--- src/rtl/multicycle_ctrl.sv ---
// Main control FSM for the multicycle RV32I core: sequences fetch, decode,
// execute, memory and write-back, and drives the datapath selects.
module multicycle_ctrl (
  input  logic        clk,
  input  logic        rst_n,
  input  logic [31:0] instr,
  input  logic        mem_ready,
  input  logic        alu_zero,
  output logic        mem_req,
  output logic        mem_we,
  output logic        mem_addr_sel,
  output logic        ir_we,
  output logic        pc_we,
  output logic [1:0]  pc_src,
  output logic        reg_we,
  output logic [1:0]  wb_sel,
  output logic        alu_src_b,
  output logic [1:0]  alu_op,
  output logic        illegal,
  output logic [2:0]  state
);

  typedef enum logic [2:0] {
    S_IDLE   = 3'd0,
    S_FETCH  = 3'd1,
    S_DECODE = 3'd2,
    S_EXEC   = 3'd3,
    S_MEM    = 3'd4,
    S_WB     = 3'd5,
    S_TRAP   = 3'd7
  } state_t;

  typedef enum logic [2:0] {
    C_NONE   = 3'd0,
    C_LOAD   = 3'd1,
    C_OPIMM  = 3'd2,
    C_OP     = 3'd3,
    C_STORE  = 3'd4,
    C_BRANCH = 3'd5,
    C_JAL    = 3'd6
  } cls_t;

  state_t     state_q, state_d;
  cls_t       cls_q, dec_cls;
  logic [2:0] f3_q;
  logic       dec_legal;
  logic       br_taken;
  logic       unused_bits;

  assign unused_bits = ^{instr[31:15], instr[11:7], f3_q[2:1]};

  always_comb begin
    dec_cls = C_NONE;
    case (instr[6:0])
      7'b0000011: dec_cls = C_LOAD;
      7'b0010011: dec_cls = C_OPIMM;
      7'b0110011: dec_cls = C_OP;
      7'b0100011: dec_cls = C_STORE;
      7'b1100011: dec_cls = C_BRANCH;
      7'b1101111: dec_cls = C_JAL;
      default:    dec_cls = C_NONE;
    endcase
  end

  // Only beq (000) and bne (001) are implemented in the branch class.
  assign dec_legal = (dec_cls != C_NONE) &&
                     !((dec_cls == C_BRANCH) && (instr[14:13] != 2'b00));

  assign br_taken = f3_q[0] ? !alu_zero : alu_zero;

  always_ff @(posedge clk or negedge rst_n) begin
    if (!rst_n) begin
      state_q <= S_IDLE;
      cls_q   <= C_NONE;
      f3_q    <= 3'b000;
    end else begin
      state_q <= state_d;
      if (state_q == S_DECODE) begin
        cls_q <= dec_cls;
        f3_q  <= instr[14:12];
      end
    end
  end

  // Memory handshake: an access completes in the cycle where mem_req and
  // mem_ready are both high; until then mem_req, mem_we and mem_addr_sel hold.
  always_comb begin
    state_d      = state_q;
    mem_req      = 1'b0;
    mem_we       = 1'b0;
    mem_addr_sel = 1'b0;
    ir_we        = 1'b0;
    pc_we        = 1'b0;
    pc_src       = 2'b00;
    reg_we       = 1'b0;
    wb_sel       = 2'b00;
    alu_src_b    = 1'b0;
    alu_op       = 2'b00;
    illegal      = 1'b0;
    case (state_q)
      S_IDLE: state_d = S_FETCH;
      S_FETCH: begin
        mem_req = 1'b1;
        ir_we   = mem_ready;
        if (mem_ready) state_d = S_DECODE;
      end
      S_DECODE: state_d = dec_legal ? S_EXEC : S_TRAP;
      S_EXEC: begin
        case (cls_q)
          C_OP: begin
            alu_op  = 2'b10;
            state_d = S_WB;
          end
          C_OPIMM: begin
            alu_src_b = 1'b1;
            alu_op    = 2'b10;
            state_d   = S_WB;
          end
          C_LOAD, C_STORE: begin
            alu_src_b = 1'b1;
            state_d   = S_MEM;
          end
          C_BRANCH: begin
            alu_op  = 2'b01;
            pc_we   = 1'b1;
            pc_src  = br_taken ? 2'b01 : 2'b00;
            state_d = S_FETCH;
          end
          C_JAL: begin
            pc_we   = 1'b1;
            pc_src  = 2'b10;
            reg_we  = 1'b1;
            wb_sel  = 2'b10;
            state_d = S_FETCH;
          end
          default: state_d = S_TRAP;
        endcase
      end
      S_MEM: begin
        mem_req      = 1'b1;
        mem_addr_sel = 1'b1;
        mem_we       = (cls_q == C_STORE);
        if (mem_ready) begin
          if (cls_q == C_STORE) begin
            pc_we   = 1'b1;
            state_d = S_FETCH;
          end else begin
            state_d = S_WB;
          end
        end
      end
      S_WB: begin
        reg_we  = 1'b1;
        wb_sel  = (cls_q == C_LOAD) ? 2'b01 : 2'b00;
        pc_we   = 1'b1;
        state_d = S_FETCH;
      end
      S_TRAP: illegal = 1'b1;
      default: state_d = S_TRAP;
    endcase
  end

  assign state = state_q;

endmodule

--- config.mk ---
export PLATFORM = sky130hd
export DESIGN_NAME = multicycle_ctrl
export DESIGN_NICKNAME = d
export VERILOG_FILES = /design/src/rtl/multicycle_ctrl.sv
export SDC_FILE = /design/constraint.sdc
export NUM_CORES = 1
export LEC_CHECK = 0
export CAP_MARGIN = 20
export CORE_ASPECT_RATIO = 0.9
export CORE_MARGIN = 4
export CORE_UTILIZATION = 31
export CTS_CLUSTER_DIAMETER = 80
export DETAILED_ROUTE_END_ITERATION = 7
export MAX_ROUTING_LAYER = met4
export PLACE_DENSITY = 0.84
export SLEW_MARGIN = 0
export SYNTH_ARGS = -nofsm -noshare
export SYNTH_HDL_FRONTEND = slang
export SYNTH_SLANG_ARGS = --single-unit
--- constraint.sdc ---
create_clock -name clk -period 1.8 [get_ports clk]
set_clock_uncertainty 0.05 [all_clocks]
set_input_delay 0.27 -clock clk [delete_from_list [all_inputs] [get_ports clk]]
set_output_delay 0.27 -clock clk [all_outputs]
set_load 0.01 [all_outputs]
==> results by group, run 1 <==
Global routing
  • Initial antenna violation count: 0
  • First-pass GRT wire length: approximately 3300 um
  • Vias in the first global route: 801
  • Gr ovfl total: 0
  • Total GRT Usage: 0.150
  • Largest net degree at the start of global routing: 9

Synth
  • Ys flop type: dfrtp_1
  • Synth area leaders: dfrtp_1 28%, nor2_1 6.0%, nand2_1 4.8%
  • Post-synth top cells: 10 x nor2_1, 8 x nand2_1, 7 x dfrtp_1, 5 x o21ai_0
  • Syn_nets: about 120
  • Part of the Yosys area used for sequential elements: 0.279
  • Asr flop ratio synth: 1.00
  • Seq cells post-synth: 7
  • Post-synth EDFFs: 0
  • Most common cell in the netlist: nor2_1
  • Synth unique cells: 37
  • Synthesized area: between 600 and 700 um^2
  • Synth Instances: 83
  • Post-synth top area cell: dfrtp_1
  • Syn avg cell area: 7.57 um^2
  • YS warnings: 0
  • Synth top area share: 0.279

Die
  • Die ar.: around 2800 um^2
  • Core area: 1910 um^2
  • # rows: 15
  • Die width: approximately 55 um
  • Height of the chip: 50.7 um
  • Top-Level Pins: 53
  • Starting Density: 0.328

Placement
  • GP Congestion: around 0.83
  • Hpwl dp: 1580 um
  • DP Worst Slack: -83.9 ps
  • Count of buffers from port buffering: 30

Final layout
  • Final nets: 175
  • Fill cells: 186
  • Share of layout cells above drive strength 1: 0.312
  • ANT cells: 0
  • Post-synthesis to final-layout area growth: 80.7%

Critical path
  • Setup crit end: pc_src[0]
  • Setup crit start kind: flop
  • Reg2reg start: state[2]$_DFFE_PN0P_
  • Reg2reg path depth: 5
  • CP startpoint: state[2]$_DFFE_PN0P_
  • FF-to-FF End: state[2]$_DFFE_PN0P_
  • Arr. time, crit path: between 1000 and 1500 ps
  • Worst R2R Setup Slack: 370 ps
  • CP max FO: 3
  • Crit end category: output port
  • Setup CP Type: flop to output port
  • Critical Path RT: around 1500 ps

Clock tree
  • TritonCTS Buffers: 3
  • Clock sink total: 7
  • CTS Buffer Depth: 2
  • Number of hold buffers added after cts: 0
  • CTS tree: yes
  • Clock Latency Late Sink: around 250 ps
  • Root Driver: clkbuf_4
  • Htree depth: 1
  • Clock-pin transition on the worst setup and hold timing paths: 50 ps

Timing
  • Setup-failing EPs final: 0
  • Fin crit share: 0.985
  • RSZ-0062 raised after global routing: yes
  • Pins over their slew limit: 0
  • Crit path time final: 1770 ps
  • Final hold violations: 0
  • Slew @ Worst Pin: 300 ps
  • Final WS setup: 27.4 ps
  • F_max: around 560 MHz
  • Max_slew headroom: 0.799
  • WHS: 224 ps

Power
  • Switching share of power: 0.401
  • Clock power share: 0.090
  • Leakage power: 0.557 nW
  • Sequential share of power: 0.204
  • Combinational share of power: 0.706
  • VDD IR-drop max: 0.000652 V
  • Switching power: 0.625 mW
  • PwrDens: 1370 nW/um^2
  • Int Power: 0.934 mW

Route
  • DRT iter0 DRCs: 10
  • Drt drc: 0
  • Vias/cell: about 5
  • Total iterations of the first detailed-routing run: 4
  • Routed wire length: 1950 um
  • ANT nets after route: 0
  • Routed WL per cell: 12.0 um
  • Via count: 795

Min path
  • Worst Hold Class: input pin to async pin

Job
  • Max-capacitance violation count: 0

Status
  • Run status: complete, no violations
==> worst min-delay path by stage <==
stage	from	endpoint	slack, ps	depth (start not counted)
after detailed placement	f3_q[0]$_DFFE_PN0P_	f3_q[0]$_DFFE_PN0P_	460	1
final	rst_n	cls_q[0]$_DFFE_PN0P_	220	1
after floorplan	rst_n	cls_q[0]$_DFFE_PN0P_	-80	0
after global routing	rst_n	cls_q[1]$_DFFE_PN0P_	240	1
after CTS	rst_n	cls_q[2]$_DFFE_PN0P_	230	1
after global placement	f3_q[0]$_DFFE_PN0P_	f3_q[0]$_DFFE_PN0P_	450	1
==> cell type report <==
cell class / instances / area [um^2] / area share
Clock buffer: 4 / 26.3 / 0.0232
Inverter: 5 / 18.8 / 0.0165
Multi-Input combinational cell: 67 / 434 / 0.383
Sequential cell: 7 / 176 / 0.155
Tap cell: 25 / 31.3 / 0.0276
Timing Repair Buffer: 55 / 448 / 0.395
==> power by group through the flow <==
stage	sequential [mW]	clock (mW)	combinational, mW
floorplan	0.319	0	0.485
detailed placement	0.312	0	1.09
global route	0.330	0.154	1.21
CTS	0.317	0.141	1.09
finish	0.318	0.140	1.10
global placement	0.307	0	1.06
==> through the flow <==
stage | util | cells | instance area [um^2] | setup TNS (ps) | total power, mW
3_5_place_dp | 0.569 | 154 | 1090 | -271 | 1.40
6_report | 0.593 | 163 | 1130 | 0 | 1.56
4_1_cts | 0.595 | 162 | 1140 | 0 | 1.54
2_1_floorplan | - | 83 | 628 | 0 | 0.804
3_3_place_gp | 0.569 | 154 | 1090 | -105 | 1.36
5_1_grt | 0.593 | 163 | 1130 | -61.9 | 1.69
==> cell usage in the layout, fill, tap and decap left out, types with 2 or more instances in the layout <==
cell type         n
nand2b_1          3
and3_1            2
buf_2             4
or3_1             2
nand2_1           8
nand3_1           3
clkbuf_4          3
dlygate4sd2_1     4
nand4b_1          2
o21ai_0           4
buf_4            25
a21oi_1           3
nor2_1           10
clkdlybuf4s50_1  16
clkbuf_2          3
nor2b_1           2
inv_1             4
clkdlybuf4s15_1   3
o21ai_1           3
nor3_1            3
dfrtp_1           6
==> logic make-up after synthesis <==
group / Yosys count / synth area share
AND/OR/NAND/NOR: 43 / 0.392
AO/OA/AOI/OAI: 19 / 0.191
buffers and inverters: 9 / 0.0617
flip-flops: 7 / 0.279
XOR/XNOR: 3 / 0.0418
multiplexers: 2 / 0.0339
==> worst max-delay path: stages (launching register included) <==
cell and delay [ps]:
dfrtp_1 410, nor2b_4 140, and2_4 150, nand4b_1 130
buf_4 180, nor2_1 70, buf_2 130
==> what timing repair did <==
action | in CTS | in global routing
hold endpoints to repair | 0 | 0
buffers inserted | 4 | 1
pin swaps | 2 | 3
gates resized for setup | 28 | 13
setup endpoints to repair | 14 | 9
==> state kept, by name, summed over array words and instances (netlist names) <==
register  flops
cls_q         3
state         3
f3_q          1
==> routing by layer <==
layer,track usage,wire [um]
met4,0.0526,12
met3,0.0437,139
met2,0.291,1030
met5,-,0
met1,0.140,768
No activity file was read; power rests on OpenSTA's default activity.
==> run 2: changes to the inputs <==
HOLD_SLACK_MARGIN = 0.03   (was default)
SLEW_MARGIN = 20   (was 0)
==> results of run 2 <==
The final DEF is identical to that of run 1; final timing and power are the same.
